File: config.mk
export PLATFORM = sky130hd
export DESIGN_NAME = mos_decoder
export DESIGN_NICKNAME = d
export VERILOG_FILES = /design/src/rtl/mos_decoder.sv
export SDC_FILE = /design/constraint.sdc
export NUM_CORES = 1
export LEC_CHECK = 0
export BUFFER_PORTS_ARGS = -buffer_cell sky130_fd_sc_hd__buf_2
export CAP_MARGIN = 40
export CELL_PAD_IN_SITES_DETAIL_PLACEMENT = 1
export CELL_PAD_IN_SITES_GLOBAL_PLACEMENT = 2
export CORE_MARGIN = 2
export CORE_UTILIZATION = 29
export DETAILED_ROUTE_END_ITERATION = 10
export GPL_TIMING_DRIVEN = 0
export PLACE_DENSITY_LB_ADDON = 0.1
export SYNTH_ARGS = -nofsm -noshare
export SYNTH_HDL_FRONTEND = slang
export SYNTH_SLANG_ARGS = --single-unit
File: constraint.sdc
create_clock -name clk -period 1.78 [get_ports clk]
set_input_delay 0.178 -clock clk [delete_from_list [all_inputs] [get_ports clk]]
set_output_delay 0.178 -clock clk [all_outputs]
set_load 0.1 [all_outputs]
File: src/rtl/mos_decoder.sv
// mos_decoder: instruction decoder and T-state sequencer for the MOSby
// 6502-style core. A single input clock is divided into two non-overlapping
// phase outputs; one machine cycle spans two clk periods. The sequencer walks
// FETCH -> T1 (-> T2) -> FETCH per instruction. All datapath strobes are
// decoded combinationally from the current state and the instruction register.
//
// Build option: define ILLEGAL_OP_HALT_EN so that an unlisted opcode parks the
// sequencer in HALT until reset. Without it, unlisted opcodes run as a
// two-cycle NOP.

module mos_decoder (
   input  logic       clk,
   input  logic       rst,
   input  logic       flush,
   input  logic       normal,
   input  logic [7:0] instruction,
   output logic       clk_1,
   output logic       clk_2,
   output logic       w_rd,
   output logic       pc_data,
   output logic       increment,
   output logic       lower_byte,
   output logic       x_con,
   output logic       y_con,
   output logic       accumulator_con,
   output logic       status_con,
   output logic       stack_pointer_con,
   output logic       branch_uncon,
   output logic       branch_con,
   output logic [3:0] alu_op,
   output logic [2:0] branch_op,
   output logic [1:0] operand_mux_con
);

   typedef enum logic [1:0] {
      FETCH = 2'd0,
      T1    = 2'd1,
      T2    = 2'd2,
      HALT  = 2'd3
   } state_t;

   typedef enum logic [2:0] {
      CLS_IMPLIED = 3'd0,
      CLS_IMM     = 3'd1,
      CLS_BRANCH  = 3'd2,
      CLS_JMP     = 3'd3,
      CLS_ILLEGAL = 3'd4
   } op_class_t;

   localparam logic [3:0] ALU_ADD  = 4'h0;
   localparam logic [3:0] ALU_SUB  = 4'h1;
   localparam logic [3:0] ALU_AND  = 4'h2;
   localparam logic [3:0] ALU_OR   = 4'h3;
   localparam logic [3:0] ALU_EOR  = 4'h4;
   localparam logic [3:0] ALU_PASS = 4'h5;
   localparam logic [3:0] ALU_INC  = 4'h6;
   localparam logic [3:0] ALU_DEC  = 4'h7;
   localparam logic [3:0] ALU_CMP  = 4'h8;
   localparam logic [3:0] ALU_NOP  = 4'hF;

   localparam logic [1:0] MUX_DATA = 2'b00;
   localparam logic [1:0] MUX_X    = 2'b01;
   localparam logic [1:0] MUX_Y    = 2'b10;
   localparam logic [1:0] MUX_SP   = 2'b11;

   localparam logic [7:0] OP_NOP = 8'hEA;

   logic      ph;
   state_t    state;
   state_t    next_state;
   logic [7:0] ir;
   op_class_t op_class;
   logic      active;
   logic      flush_now;

   // Phase divider: ph flips on every clk edge, giving one machine cycle per two clks
   always_ff @(posedge clk or negedge rst) begin
      if (!rst) begin
         ph <= 1'b0;
      end else begin
         ph <= ~ph;
      end
   end

   assign clk_1 = rst & ~ph;
   assign clk_2 = rst & ph;

   // HALT is only left through reset, so flush is ignored there
   assign flush_now = flush && (state != HALT);

   // State register: advances only on the closing edge of a machine cycle
   always_ff @(posedge clk or negedge rst) begin
      if (!rst) begin
         state <= FETCH;
      end else if (ph) begin
         if (flush_now) begin
            state <= FETCH;
         end else if (normal) begin
            state <= next_state;
         end
      end
   end

   // Instruction register: captures the opcode at the end of FETCH, NOP on flush
   always_ff @(posedge clk or negedge rst) begin
      if (!rst) begin
         ir <= OP_NOP;
      end else if (ph) begin
         if (flush_now) begin
            ir <= OP_NOP;
         end else if (normal && (state == FETCH)) begin
            ir <= instruction;
         end
      end
   end

   // Opcode classification used by both sequencing and strobe decode
   always_comb begin
      op_class = CLS_ILLEGAL;
      case (ir)
         8'hEA, 8'hAA, 8'hA8, 8'h8A, 8'h98, 8'hE8, 8'hC8,
         8'hCA, 8'h88, 8'h9A, 8'hBA, 8'h18, 8'h38:
            op_class = CLS_IMPLIED;
         8'h69, 8'hE9, 8'h29, 8'h09, 8'h49, 8'hA9, 8'hA2,
         8'hA0, 8'hC9, 8'hE0, 8'hC0:
            op_class = CLS_IMM;
         8'h10, 8'h30, 8'h50, 8'h70, 8'h90, 8'hB0, 8'hD0, 8'hF0:
            op_class = CLS_BRANCH;
         8'h4C:
            op_class = CLS_JMP;
         default:
            op_class = CLS_ILLEGAL;
      endcase
   end

   // Next-state logic: immediate and JMP take a second execute cycle
   always_comb begin
      next_state = state;
      case (state)
         FETCH: next_state = T1;
         T1: begin
            case (op_class)
               CLS_IMM, CLS_JMP: next_state = T2;
`ifdef ILLEGAL_OP_HALT_EN
               CLS_ILLEGAL:      next_state = HALT;
`endif
               default:          next_state = FETCH;
            endcase
         end
         T2: next_state = FETCH;
`ifdef ILLEGAL_OP_HALT_EN
         HALT: next_state = HALT;
`else
         HALT: next_state = FETCH;
`endif
         default: next_state = FETCH;
      endcase
   end

   assign active = rst & normal & ~flush;

   // Strobe decode from (state, IR); everything idles during reset, stall or flush
   always_comb begin
      w_rd              = 1'b0;
      pc_data           = 1'b0;
      increment         = 1'b0;
      lower_byte        = 1'b0;
      x_con             = 1'b0;
      y_con             = 1'b0;
      accumulator_con   = 1'b0;
      status_con        = 1'b0;
      stack_pointer_con = 1'b0;
      branch_uncon      = 1'b0;
      branch_con        = 1'b0;
      alu_op            = ALU_NOP;
      branch_op         = 3'b000;
      operand_mux_con   = MUX_DATA;
      if (active) begin
         case (state)
            FETCH: begin
               increment = 1'b1;
            end
            T1: begin
               case (op_class)
                  CLS_IMM: begin
                     increment = 1'b1;
                  end
                  CLS_BRANCH: begin
                     increment  = 1'b1;
                     branch_con = 1'b1;
                     branch_op  = ir[7:5];
                  end
                  CLS_JMP: begin
                     increment  = 1'b1;
                     lower_byte = 1'b1;
                  end
                  CLS_IMPLIED: begin
                     case (ir)
                        8'hAA: begin alu_op = ALU_PASS; x_con = 1'b1; end
                        8'hA8: begin alu_op = ALU_PASS; y_con = 1'b1; end
                        8'h8A: begin alu_op = ALU_PASS; operand_mux_con = MUX_X; accumulator_con = 1'b1; end
                        8'h98: begin alu_op = ALU_PASS; operand_mux_con = MUX_Y; accumulator_con = 1'b1; end
                        8'hE8: begin alu_op = ALU_INC; operand_mux_con = MUX_X; x_con = 1'b1; status_con = 1'b1; end
                        8'hC8: begin alu_op = ALU_INC; operand_mux_con = MUX_Y; y_con = 1'b1; status_con = 1'b1; end
                        8'hCA: begin alu_op = ALU_DEC; operand_mux_con = MUX_X; x_con = 1'b1; status_con = 1'b1; end
                        8'h88: begin alu_op = ALU_DEC; operand_mux_con = MUX_Y; y_con = 1'b1; status_con = 1'b1; end
                        8'h9A: begin alu_op = ALU_PASS; operand_mux_con = MUX_X; stack_pointer_con = 1'b1; end
                        8'hBA: begin alu_op = ALU_PASS; operand_mux_con = MUX_SP; x_con = 1'b1; end
                        8'h18, 8'h38: begin status_con = 1'b1; end
                        default: ;
                     endcase
                  end
                  default: ;
               endcase
            end
            T2: begin
               case (op_class)
                  CLS_IMM: begin
                     operand_mux_con = MUX_DATA;
                     status_con      = 1'b1;
                     case (ir)
                        8'h69: begin alu_op = ALU_ADD;  accumulator_con = 1'b1; end
                        8'hE9: begin alu_op = ALU_SUB;  accumulator_con = 1'b1; end
                        8'h29: begin alu_op = ALU_AND;  accumulator_con = 1'b1; end
                        8'h09: begin alu_op = ALU_OR;   accumulator_con = 1'b1; end
                        8'h49: begin alu_op = ALU_EOR;  accumulator_con = 1'b1; end
                        8'hA9: begin alu_op = ALU_PASS; accumulator_con = 1'b1; end
                        8'hA2: begin alu_op = ALU_PASS; x_con = 1'b1; end
                        8'hA0: begin alu_op = ALU_PASS; y_con = 1'b1; end
                        8'hC9, 8'hE0, 8'hC0: begin alu_op = ALU_CMP; end
                        default: ;
                     endcase
                  end
                  CLS_JMP: begin
                     pc_data      = 1'b1;
                     branch_uncon = 1'b1;
                  end
                  default: ;
               endcase
            end
            default: ;
         endcase
      end
   end

endmodule

==> impl_metrics.csv <==
group,metric,value,unit
clock_tree,numCtsBuffers,3,
place,dp_cells,229,
logic_synthesis,synth_top_area_share,12.7,%
sta,maxSlewViolCount,0,
layout,syn_to_final_growth,98.2,%
sta,grt_setup_unrepaired,"true",
place,port_buffers,32,
worst_hold_path,worstHoldEndpoint,"ir[4]$_DFFE_PN0P_",
logic_synthesis,netlist_area,0.00118,mm2
detailed_routing,wl_met3,133,um
layout,fin_nets,231,
grt,antenna_found_initial,0,
grt,gr-total-overflow,0,
place,gp_congestion,0.805,
logic_synthesis,synth_edf_count,0,
logic_synthesis,post_synth.cell_area_avg,8.05,um2
logic_synthesis,ys_seq_area_share,23.8,%
detailed_routing,wl,5.27,mm
logic_synthesis,ys_async_sr_fraction,100,%
run_status,status,"complete, but fails checks",
logic_synthesis,synthDominantAreaCellType,"dfrtp_1",
clock_tree,insertion_delay,240,ps
clock_tree,cts_tree,"yes",
sta,fmax,0.454,GHz
flow_run,maxCapViolations,0,
sta,setup_slack,-421,ps
worst_setup_path,rrSetupSlack,50,ps
logic_synthesis,synth_cells,147,
sta,fin_crit,2200,ps
logic_synthesis,synth_common_cells,"nor2_1, nand2_1",
worst_hold_path,hold_class,"primary input to flip-flop",
detailed_routing,drc_errors,0,
grt,grt_pass1_wl,7.59,mm
sta,fin_worst_skew,1.69,ps
floorplan,fp.dieW,67.9,um
worst_setup_path,crit_type,"flip-flop to output pin",
power_and_ir_drop,powerDensity,455,mW/mm2
grt,grt_start_max_net_pins,11,
grt,grt_pass1_vias,1503,
floorplan,start_util,29.8,%
sta,holdWs,155,ps
clock_tree,cts_num_sinks,11,
sta,finalCritPeriodShare,124,%
worst_hold_path,hp-start,"instruction[4]",
logic_synthesis,yosys.cell_count.top_type,"nor2_1",
clock_tree,clk_pin_slew_worst_paths,50,ps
place,dp_hpwl,3.12,mm
run_status,violations,"negative setup slack",
logic_synthesis,yosys-top-cells-area,"dfrtp_1, dfstp_2, nor2_1",
floorplan,ios,34,
detailed_routing,antenna_left,0,
sta,setup_viol,19,
detailed_routing,wl_per_cell,20.0,um
layout,antenna_cells,0,
worst_setup_path,cp-end-kind,"output pin",
clock_tree,cts_buffer_depth,2,
grt,grt_usage,22.6,%
worst_hold_path,holdPathStages,2,
detailed_routing,dr.pass1.iters,4,
worst_setup_path,start_kind,"flip-flop",
clock_tree,cts.root.buffer_cell,"clkbuf_8",
worst_setup_path,critPathRequiredTime,1600,ps
worst_setup_path,reg2reg_to,"state[1]$_DFFE_PN0P_",
detailed_routing,wl_met1,1.90,mm
floorplan,num_rows,23,
logic_synthesis,synthesis.yosys.warnings,0,
layout,fin_cells,264,
detailed_routing,vias_per_cell,5.48,
power_and_ir_drop,ir_drop,378,uV
floorplan,core-area,0.00397,mm2
logic_synthesis,syn_nets,163,
worst_setup_path,r2r_cells,8,
detailed_routing,vias,1448,
worst_setup_path,r2r-start,"ir[5]$_DFFE_PN1P_",
logic_synthesis,yosys_register_bits,11,
clock_tree,htreeDepth,1,
sta,finalHoldViolations,0,
floorplan,die_h,67.9,um
worst_setup_path,crit_arrival,2020,ps
detailed_routing,drt_iter0_markers,72,
layout,fill_cells,429,
layout,drive_gt1_share,65.4,%
power_and_ir_drop,p_leak,0.948,nW
detailed_routing,met2_length,3.04,mm
detailed_routing,highest_layer,"met4",
logic_synthesis,ys_types,56,
worst_setup_path,crit_path_max_fanout,4,
floorplan,dieArea,0.00461,mm2
logic_synthesis,synthFlopType,"dfrtp_1",
sequential cells by signal, summed over array words and instances (netlist names):
name	cells
ph	1
state	2
ir	8
timing repair:
action	4_1_cts	5_1_grt
endpoints found under the hold margin	6	0
gates resized for setup	100	22
pin swaps	10	8
hold buffers	2	0
buffers inserted	16	13
cloned	1	0
setup endpoints to repair	19	26
cells by family (layout without fill, tap and decap cells):
group                    count (synthesis)  after routing  share of synthesized area, %
AND/OR/NAND/NOR                         68             68                          32.5
AO/OA/AOI/OAI                           44             44                          29.3
buffers and inverters                   17             84                          8.35
flip-flops                              11             11                          23.8
adder cells (fa/ha/maj)                  4              4                          4.23
other                                    1              1                         0.317
XOR/XNOR                                 1              1                         0.740
multiplexers                             1              1                         0.846
through the flow:
step	setup TNS [ps]	setup WS [ps]	util, %	power, W	area (um2)
floorplan	-3570	-917	-	0.000546	1350
global placement	-6510	-499	39.6	0.000624	1570
detailed placement	-8210	-609	39.6	0.000633	1570
CTS	-3750	-406	54.4	0.000989	2160
global route	-5790	-458	59.1	0.00112	2350
finish	-4550	-421	59.1	0.00107	2350
metal layers:
| metal | global-route usage, % | vias to the layer above |
|---|---|---|
| met3 | 1.97 | 20 |
| met2 | 44.9 | 54 |
| met5 | 0 | - |
| li1 | - | 666 |
| met1 | 24.3 | 708 |
| met4 | 9.00 | 0 |
power by group:
| part | switching (W) | internal [W] | leakage (nW) |
|---|---|---|---|
| sequential | 0.0000249 | 0.000274 | 0.127 |
| clock | 0.0000994 | 0.000154 | 0.0255 |
| combinational | 0.000291 | 0.000224 | 0.796 |
| total | 0.000416 | 0.000652 | 0.948 |
final cells by class:
| class | count | area, um2 | area share, % |
|---|---|---|---|
| repair buffers | 64 | 664 | 28.3 |
| inverters | 4 | 15.0 | 0.640 |
| plain buffers | 12 | 145 | 6.19 |
| clock inverters | 1 | 5.00 | 0.213 |
| flip-flops and latches | 11 | 283 | 12.1 |
| multi-input cells | 119 | 1130 | 48.2 |
| clock buffers | 3 | 41.3 | 1.76 |
| well taps | 50 | 62.6 | 2.67 |
worst max path at each step:
stage / cells past startpoint / endpoint / start / slack [ps]
floorplan: 5 / alu_op[0] / ir[0]$_DFFE_PN0P_ / -920
global placement: 7 / alu_op[0] / rst / -500
detailed placement: 7 / alu_op[0] / rst / -610
CTS: 6 / alu_op[0] / ir[1]$_DFFE_PN1P_ / -410
global route: 6 / alu_op[2] / ir[5]$_DFFE_PN1P_ / -460
finish: 8 / alu_op[1] / ir[7]$_DFFE_PN1P_ / -420
placed cells by master (no fill, tap or decap), types with 3 or more instances in the layout:
cell type,netlist,final
dfrtp_1,6,5
o21ai_0,6,6
ha_1,4,3
buf_8,0,5
and3_4,0,3
a21oi_2,2,3
o22a_1,5,5
buf_2,6,14
inv_1,4,4
clkbuf_8,0,4
a22o_1,3,3
buf_12,0,15
nand2_4,0,3
and2_4,0,3
nor2_1,16,8
o211ai_1,3,3
nand2_1,12,7
nand2_2,1,3
nor2_4,0,7
a21oi_1,5,3
nand2b_4,0,3
buf_6,2,10
nor3_1,5,3
buf_4,3,29
dfstp_2,5,5
worst max-delay path: stages (launching register included):
cell	delay, ps
dfstp_2	560
buf_6	120
and2b_2	190
nand2_2	90
o31a_1	290
a21oi_4	180
buf_4	140
nand2_4	40
buf_12	160
(Power assumes the default switching activity.)
